**config.mk**
```make
export PLATFORM = sky130hd
export DESIGN_NAME = if_id_queue_flat
export DESIGN_NICKNAME = d
export VERILOG_FILES = /design/src/rtl/if_id_queue_if.sv /design/src/rtl/if_id_queue.sv /design/src/flat_wrapper.sv
export SDC_FILE = /design/constraint.sdc
export NUM_CORES = 1
export LEC_CHECK = 0
export CORE_MARGIN = 2
export CORE_UTILIZATION = 59
export DETAILED_ROUTE_END_ITERATION = 12
export PLACE_DENSITY = 0.84
export RECOVER_POWER = 100
export SLEW_MARGIN = 25
export SYNTH_ARGS = -nofsm -noshare
export SYNTH_HDL_FRONTEND = slang
export SYNTH_SLANG_ARGS = --single-unit
```
**constraint.sdc**
```tcl
create_clock -name clk -period 4.5 [get_ports clk]
set_input_delay 0.45 -clock clk [delete_from_list [all_inputs] [get_ports clk]]
set_output_delay 0.45 -clock clk [all_outputs]
set_load 0.02 [all_outputs]
```
**src/rtl/if_id_queue_if.sv**
```systemverilog
// Fetch/decode handshake bundle for if_id_queue: push side, pop side, redirect flush and occupancy.
interface if_id_queue_if #(
  parameter int DEPTH = 4
);
  logic                   flush;
  logic                   in_valid;
  logic [31:0]            in_pc;
  logic [31:0]            in_inst;
  logic                   in_ready;
  logic                   out_valid;
  logic [31:0]            out_pc;
  logic [31:0]            out_inst;
  logic                   out_ready;
  logic [$clog2(DEPTH):0] count;

  modport master (
    output flush, in_valid, in_pc, in_inst, out_ready,
    input  in_ready, out_valid, out_pc, out_inst, count
  );

  modport slave (
    input  flush, in_valid, in_pc, in_inst, out_ready,
    output in_ready, out_valid, out_pc, out_inst, count
  );
endinterface

```
**src/rtl/if_id_queue.sv**
```systemverilog
// IF/ID instruction FIFO with flush-on-redirect and a NOP head when empty.
// Optional zero-latency empty-queue bypass is enabled by defining IFQ_BYPASS_EN.
module if_id_queue #(
  parameter int DEPTH = 4
) (
  input logic          clk,
  input logic          rst,
  if_id_queue_if.slave q
);
  localparam int            AW       = $clog2(DEPTH);
  localparam int            CW       = AW + 1;
  localparam logic [CW-1:0] FULL_CNT = CW'(DEPTH);
  localparam logic [31:0]   NOP      = 32'h00000013;

  logic [63:0]   mem [DEPTH];
  logic [AW-1:0] wr_ptr_reg, wr_ptr_next;
  logic [AW-1:0] rd_ptr_reg, rd_ptr_next;
  logic [CW-1:0] count_reg, count_next;
  logic          empty, full, push, pop, bypass, wr_en, rd_en;
  logic [63:0]   head;

  assign empty      = (count_reg == '0);
  assign full       = (count_reg == FULL_CNT);
  assign head       = mem[rd_ptr_reg];
  assign q.count    = count_reg;
  assign q.in_ready = !full && !q.flush && rst;

`ifdef IFQ_BYPASS_EN
  // Empty queue forwards the fetch pair straight to decode; rst gate keeps out_valid low in reset.
  assign bypass      = empty && q.in_valid && !q.flush && rst;
  assign q.out_valid = (!empty && !q.flush) || bypass;
`else
  assign bypass      = 1'b0;
  assign q.out_valid = !empty && !q.flush;
`endif

  assign push = q.in_valid && q.in_ready && !q.flush;
  assign pop  = q.out_valid && q.out_ready && !q.flush;

  // A bypassed pair taken by decode is never stored; a bypassed pair left waiting is stored normally.
  assign wr_en = push && !(bypass && q.out_ready);
  assign rd_en = pop && !bypass;

  always_comb begin
    q.out_pc   = 32'h0;
    q.out_inst = NOP;
    if (bypass) begin
      q.out_pc   = q.in_pc;
      q.out_inst = q.in_inst;
    end else if (q.out_valid) begin
      q.out_pc   = head[63:32];
      q.out_inst = head[31:0];
    end
  end

  always_comb begin
    wr_ptr_next = wr_ptr_reg;
    rd_ptr_next = rd_ptr_reg;
    count_next  = count_reg;
    if (q.flush) begin
      wr_ptr_next = '0;
      rd_ptr_next = '0;
      count_next  = '0;
    end else begin
      if (wr_en) wr_ptr_next = wr_ptr_reg + 1'b1;
      if (rd_en) rd_ptr_next = rd_ptr_reg + 1'b1;
      if (wr_en && !rd_en)      count_next = count_reg + 1'b1;
      else if (rd_en && !wr_en) count_next = count_reg - 1'b1;
    end
  end

  always_ff @(posedge clk or negedge rst) begin
    if (!rst) begin
      wr_ptr_reg <= '0;
      rd_ptr_reg <= '0;
      count_reg  <= '0;
    end else begin
      wr_ptr_reg <= wr_ptr_next;
      rd_ptr_reg <= rd_ptr_next;
      count_reg  <= count_next;
    end
  end

  // Payload storage carries no reset so it can map onto distributed RAM.
  always_ff @(posedge clk) begin
    if (wr_en) mem[wr_ptr_reg] <= {q.in_pc, q.in_inst};
  end
endmodule

```
**src/flat_wrapper.sv**
```systemverilog
// flat-port wrapper written by rule: the top's interface ports become plain ports
module if_id_queue_flat 
#(
  parameter int DEPTH = 4
)
  (clk, rst, q_flush, q_in_valid, q_in_pc, q_in_inst, q_out_ready, q_in_ready, q_out_valid, q_out_pc, q_out_inst, q_count);
  if_id_queue_if #(.DEPTH(DEPTH)) q_i ();
  input logic clk;
  input logic rst;
  input wire logic [$bits(q_i.flush)-1:0] q_flush;
  input wire logic [$bits(q_i.in_valid)-1:0] q_in_valid;
  input wire logic [$bits(q_i.in_pc)-1:0] q_in_pc;
  input wire logic [$bits(q_i.in_inst)-1:0] q_in_inst;
  input wire logic [$bits(q_i.out_ready)-1:0] q_out_ready;
  output wire logic [$bits(q_i.in_ready)-1:0] q_in_ready;
  output wire logic [$bits(q_i.out_valid)-1:0] q_out_valid;
  output wire logic [$bits(q_i.out_pc)-1:0] q_out_pc;
  output wire logic [$bits(q_i.out_inst)-1:0] q_out_inst;
  output wire logic [$bits(q_i.count)-1:0] q_count;
  assign q_i.flush = q_flush;
  assign q_i.in_valid = q_in_valid;
  assign q_i.in_pc = q_in_pc;
  assign q_i.in_inst = q_in_inst;
  assign q_i.out_ready = q_out_ready;
  assign q_in_ready = q_i.in_ready;
  assign q_out_valid = q_i.out_valid;
  assign q_out_pc = q_i.out_pc;
  assign q_out_inst = q_i.out_inst;
  assign q_count = q_i.count;
  if_id_queue #(.DEPTH(DEPTH)) u_core (.clk(clk), .rst(rst), .q(q_i));
endmodule
```
==> results of run 1 <==
-- kinds of logic (layout without fill, tap and decap cells) --
group           after synthesis  count (layout)  synth area share (%)
flops                       263             263                  75.5
simple gates                 84              84                  6.20
mux                          65              65                  13.9
buf+inv                      30             192                  2.07
compound gates               16              16                  1.11
xor+xnor                      6               6                 0.505
fa+ha+maj                     5               5                 0.673
other cells                   0               3                     0
-- routing by layer --
| metal | share of wire, % | GRT usage (%) | vias to the layer above |
|---|---|---|---|
| met5 | 0 | 0 | - |
| met4 | 1.9 | 5.90 | 0 |
| met3 | 5.5 | 4.07 | 33 |
| met2 | 52 | 33.7 | 154 |
| met1 | 40 | 26.7 | 2491 |
| li1 | - | - | 2174 |
-- synth_stat cells, drive strengths merged, types with 2 or more instances --
master / n
edfxtp: 256
mux4: 64
buf: 22
nand2b: 2
o21ai: 4
a21oi: 5
nor2b: 62
ha: 4
and2: 5
xor2: 4
xnor2: 2
nor3: 2
inv: 6
nor2: 6
clkbuf: 2
or2: 5
dfrtp: 7
-- power by group --
group / total, mW / internal, mW / switching, mW
combinational: 0.734 / 0.387 / 0.348
clock: 1.97 / 1.14 / 0.831
sequential: 2.77 / 2.73 / 0.0440
-- stage by stage --
stage               cells  setup WS [ns]  instance area [sq um]
floorplan             469           1.52                  10400
global placement      810           1.23                  11900
detailed placement    811           1.38                  12000
CTS                   856           1.02                  12700
global route          856          0.476                  12700
finish                859          0.714                  12700
-- worst max-delay path: stages, from the launching register on --
cell,delay [ns]
dfrtp_4,0.64
clkbuf_2,0.70
mux4_2,0.60
or2_1,0.21
dlygate4sd3_1,0.67
-- area by class of cell --
cell class / count / area (sq um) / share of cell area [%]
antenna: 3 / 7.51 / 0.0590
clock buffer: 31 / 648 / 5.10
clock inverter: 14 / 121 / 0.954
inverter: 6 / 22.5 / 0.177
multi-input combinational: 176 / 2330 / 18.3
sequential: 263 / 7870 / 61.9
tap: 225 / 282 / 2.21
timing repair buffer: 141 / 1440 / 11.3
-- layout by cell type (no fill, tap or decap), types with 6 or more instances in the layout --
| master | Yosys | layout |
|---|---|---|
| clkinv_2 | 0 | 6 |
| nor2_1 | 6 | 6 |
| edfxtp_1 | 256 | 256 |
| clkbuf_1 | 2 | 6 |
| nor2b_4 | 18 | 18 |
| clkdlybuf4s50_1 | 0 | 8 |
| nor2b_1 | 44 | 44 |
| clkbuf_16 | 0 | 25 |
| mux4_2 | 64 | 64 |
| dlygate4sd3_1 | 0 | 129 |
-- final timing paths --
kind	end
max	q_out_inst[4]
min	u_core.q.count[0]
max reg2reg	u_core.mem[3][15]
min reg2reg	u_core.wr_ptr_reg[1]
max in group asynchronous	u_core.rd_ptr_reg[1]
min in group clk	u_core.wr_ptr_reg[1]
==> metrics.md, run 1 <==
| Metric | Value |
|---|---|
| RSZ-0062 raised after global routing | false |
| Initial antenna violation count | 2 |
| TritonCTS clock tree | done |
| Max Cap Violations | 4 |
| Initial DRC Count | 372 |
| Post-synthesis sequential area ratio | 75.5% |
| Reg-to-Reg Start | u_core.q.count[1] |
| CP Capture Type | primary output |
| Area contributors post-synth | edfxtp_1 (74%), mux4_2 (14%), nor2b_1 (2.6%), nor2b_4 (2.4%), dfrtp_1 (1.7%) |
| TritonCTS buffer count | 25 |
| Post-CTS setup buffer count | 0 |
| Fin crit period | 3.79 ns |
| EDFF count, synth | 256 |
| Final ANT Viol Nets | 0 |
| GP Congestion | 0.785 |
| Peak VDD IR | 0.000332 V |
| Port Buffers | 137 |
| Tcrit/Tclk final | 84.1% |
| Setup Crit Path Kind | register to primary output |
| GRT Total Usage | 19.9% |
| Final design utilization | 73.5% |
| # rows | 48 |
| DRC | 0 |
| DR WL/cell | 21.1 microns |
| Clock transition at path regs | 0.06 ns |
| I/O pins | 138 |
| First-pass GRT wire length | 27700 microns |
| Synthesized net count | 543 |
| Std-Cell Core Area | 17300 sq um |
| Initial core utilization | 60.2% |
| PD cells | 430 nW/um^2 |
| Worst Path Arrival | 3.34 ns |
| Final setup fails | 0 |
| Post-CTS resize count | 0 |
| CTS Sinks | 263 |
| Clk_lat worst skew | 0.52 ns |
| Die area | 18700 sq um |
| Max Transition Viols Final | 260 |
| Chip Width | 137 microns |
| Fin Hold WS | 0.301 ns |
| Post-synthesis cell count | 469 |
| Final hold violation count | 0 |
| Total power | 5.47 mW |
| Vias | 4852 |
| Unique masters post-synth | 37 |
| Status | finished, violations left |
| FMAX | 0.264 GHz |
| CP Launch Point | u_core.rd_ptr_reg[0] |
| R2R setup slack | 1.36 ns |
| Leakage | 4.20 nW |
| Total wire length | 18100 microns |
| Syn Area/Cell | 22.2 sq um |
| Number of global-route vias before repair | 5037 |
| Die Y | 137 microns |
| Async set-reset flop share out of synthesis | 2.66% |
| Failing checks | max-capacitance violations, max-slew violations |
| CTS Buffer Depth | 3 |
| Warnings from Yosys | 0 |
| Area leader, netlist | edfxtp_1 |
| Share of layout cells above drive strength 1 | 20.6% |
| CP Launch Type | register |
| Largest net degree at the start of global routing | 66 |
| Slew at the pin closest to its max-slew limit | 1.75 ns |
| Synthesis-stage register bit count | 263 |
| Min-Delay Path Class | input port to async pin |
| H-tree depth | 1 |
| Final Net Count | 687 |
| Area Growth Syn to Fin | 22.2% |
| Post-synth top flop | edfxtp_1 |
| Synth top area share | 73.8% |
| Fillers | 1009 |
| Via/cell ratio | 5.65 |
| Worst relative slew slack | -16.9% |
| CTS root buf | clkbuf_16 |
| Mapped cell area | 10400 sq um |
| DP Wirelength | 10400 microns |
| Grt total ovfl | 0 |
| Crit path max fanout | 21 |
| Cell count of the worst reg-to-reg path | 3 |
| Setup Skew | 0.00802 ns |
| Max reg flops | 256 |
| Post-CTS Hold Buffers | 0 |
| Final TNS setup | 0 ns |
| Router iterations before antenna repair | 6 |
| Worst path required time | 4.05 ns |
Note: power is estimated with default switching activity, not from simulation.
==> inputs of run 2 (changes only) <==
--- a/config.mk
+++ b/config.mk
@@ -6,9 +6,9 @@
 export NUM_CORES = 1
 export LEC_CHECK = 0
 export CORE_MARGIN = 2
-export CORE_UTILIZATION = 59
+export CORE_UTILIZATION = 55
 export DETAILED_ROUTE_END_ITERATION = 12
-export PLACE_DENSITY = 0.84
+export PLACE_DENSITY = 0.79
 export RECOVER_POWER = 100
 export SLEW_MARGIN = 25
 export SYNTH_ARGS = -nofsm -noshare
==> constraint.sdc (replaced) <==
create_clock -name clk -period 3.9 [get_ports clk]
set_input_delay 0.39 -clock clk [delete_from_list [all_inputs] [get_ports clk]]
set_output_delay 0.39 -clock clk [all_outputs]
set_load 0.02 [all_outputs]
==> run 2 against run 1 <==
Largest cell class unchanged. Wire length is 4.8% higher. Register-to-register slack worse by 0.35 ns. Setup slack worse by 0.32 ns. Cell count is 2.4% higher. Clock-buffer cell count is 2 lower. Non-clock buffer count is 7 higher. The run now ends clean. Sequential cell count stayed put. Worst hold slack worse by 0.059 ns.
==> metrics.md, run 2 (synthesized netlist as in run 1, its figures left out) <==
| Metric | Value |
|---|---|
| Status | finished, final reports clean |
| DR WL/cell | 21.6 microns (+2.3%) |
| Final setup fails | 0 (unchanged) |
| TritonCTS buffer count | 26 (+4.0%) |
| Commonest cells after routing, fill and taps aside | edfxtp_1 (256), dlygate4sd3_1 (127), mux4_2 (64) |
| Leakage | 4.32 nW (+2.8%) |
| First-pass GRT wire length | 29800 microns (+7.5%) |
| Final Non-Filler Cells | 880 (+2.4%) |
| Setup Crit Path Kind | register to primary output |
| CP Capture Type | primary output |
| Max Transition Viols Final | 0 (-100%) |
| RSZ-0062 raised after global routing | false |
| Max Cap Violations | 0 (-4) |
| Worst path required time | 3.51 ns (-0.54 ns) |
| FMAX | 0.285 GHz |
| Number of global-route vias before repair | 5336 (+5.9%) |
| Total power | 6.69 mW (+22%) |
| Final Net Count | 695 (+1.2%) |
| Std-Cell Core Area | 18600 sq um (+7.8%) |
| Final hold violation count | 0 (unchanged) |
| Initial core utilization | 55.9% (-4.3 points) |
| Area Growth Syn to Fin | 24.9% |
| GRT Max-Usage Layer | met2 |
| Fillers | 1151 (+14%) |
| Worst path cell trace | buf_4, mux4_2, nor2b_1, dlygate4sd3_1 |
| Post-CTS resize count | 0 (unchanged) |
| Final ANT Viol Nets | 0 (unchanged) |
| Largest net degree at the start of global routing | 44 (-33%) |
| Critical-path top delay cell | dfrtp_2 |
| Port Buffers | 137 (unchanged) |
| Fin crit period | 3.51 ns |
| Min-Delay Path Class | input port to async pin |
| CTS root buf | clkbuf_16 |
| Post-CTS Hold Buffers | 0 (unchanged) |
| Met2 usage in global routing | 31.8% (-1.9 points) |
| Cells after DPL | 827 (+2.0%) |
| Commonest non-fill, non-tap cell in the layout | edfxtp_1 |
| Router iterations before antenna repair | 5 (-1) |
| Worst Path Arrival | 3.12 ns (-0.22 ns) |
| Vias | 4992 (+2.9%) |
| Worst relative slew slack | 19.4% (+36 points) |
| DP Wirelength | 11200 microns (+7.7%) |
| Chip Width | 142 microns (+3.5%) |
| Grt met3 use | 4.12% (+0.043 points) |
| # rows | 50 (+4.2%) |
| GRT Total Usage | 19.5% (-0.40 points) |
| Clk_lat worst skew | 0.51 ns (about the same) |
| Setup Skew | 0.00992 ns (+0.00191 ns) |
| Total wire length | 19000 microns (+4.8%) |
| Clock transition at path regs | 0.06 ns (about the same) |
| TritonCTS clock tree | done |
| R2R setup slack | 1.01 ns (-0.35 ns) |
| Met1 Use GR | 27.6% (+0.88 points) |
| GP Congestion | 0.783 (-0.23%) |
| Grt total ovfl | 0 (unchanged) |
| Tcrit/Tclk final | 90.0% |
| CTS Buffer Depth | 3 (unchanged) |
| Via/cell ratio | 5.67 (+0.43%) |
| DRC | 0 (unchanged) |
| Initial DRC Count | 360 (-3.2%) |
| I/O pins | 138 (unchanged) |
| Share of layout cells above drive strength 1 | 22.2% (+1.6 points) |
| CTS Sinks | 263 (unchanged) |
| Initial antenna violation count | 5 (+3) |
| Die area | 20000 sq um (+7.1%) |
| Crit path max fanout | 20 (-4.8%) |
| Final TNS setup | 0 ns (unchanged) |
| PD cells | 514 nW/um^2 (+20%) |
| Peak VDD IR | 0.000335 V (+0.99%) |
| H-tree depth | 1 (unchanged) |
| CP peak stage delay | 0.74 ns (+0.04 ns) |
| Post-CTS setup buffer count | 0 (unchanged) |
| CP Launch Type | register |
| Max reg flops | 256 (unchanged) |
| Slew at the pin closest to its max-slew limit | 1.21 ns (-0.545 ns) |
| Die Y | 142 microns (+3.5%) |
[run 2: cell count changes in the layout (fill, tap and decap cells not counted), moves of 2 or more]
| cell | before | now |
|---|---|---|
| bufinv_16 | 2 | 6 |
| clkbuf_1 | 6 | 2 |
| buf_12 | 3 | 6 |
| buf_4 | 0 | 3 |
| diode_2 | 3 | 6 |
| clkbuf_16 | 25 | 27 |
| clkdlybuf4s50_1 | 8 | 10 |
| dlygate4sd3_1 | 129 | 127 |
[run 2: area by class of cell]
type / instances / area (sq um) / area share [%]
clock buffers: 29 / 683 / 5.26
clock inverters: 18 / 236 / 1.82
flip-flops and latches: 263 / 7870 / 60.5
diodes: 6 / 15.0 / 0.115
multi-input cells: 176 / 2330 / 17.9
repair buffers: 148 / 1550 / 11.9
inverters: 6 / 22.5 / 0.173
well taps: 234 / 293 / 2.25
[run 2: worst paths after layout]
| kind | to | cells after the start | start |
|---|---|---|---|
| min in group clk | u_core.mem[0][41] | 1 | q_in_pc[9] |
| max | q_out_inst[9] | 4 | u_core.rd_ptr_reg[0] |
| max in group asynchronous | u_core.rd_ptr_reg[1] | 1 | rst |
| min reg2reg | u_core.wr_ptr_reg[1] | 2 | u_core.wr_ptr_reg[1] |
| min | u_core.q.count[2] | 1 | rst |
| max reg2reg | u_core.mem[2][25] | 3 | u_core.q.count[2] |
[run 2: power breakdown]
part	total, mW	internal, mW	switching [mW]	leakage, nW
clock	2.63	1.65	0.976	0.451
combinational	0.870	0.457	0.413	1.47
sequential	3.19	3.15	0.0473	2.40
total	6.69	5.25	1.44	4.32
[run 2: critical path: cells and delay by family, from the launching register on]
family	cells	cell delay [ns]
buffers and inverters	2	1.13
DFF	1	0.74
muxes	1	0.59
and+or+nand+nor	1	0.15
[run 2: metal layers]
layer / share of wire, % / wire length, microns
met3: 7.0 / 1330
met4: 1.7 / 329
met5: 0 / 0
met2: 49 / 9410
met1: 42 / 7950
[run 2: stage by stage]
stage	area [sq um]	worst slack (ns)	util (%)	hold slack (ns)
global route	13000	0.183	69.7	0.255
CTS	13000	0.443	69.8	0.172
detailed placement	12100	0.798	64.9	0.589
finish	13000	0.389	69.7	0.242
floorplan	10400	0.978	-	0.0944
global placement	12100	0.746	64.8	0.575
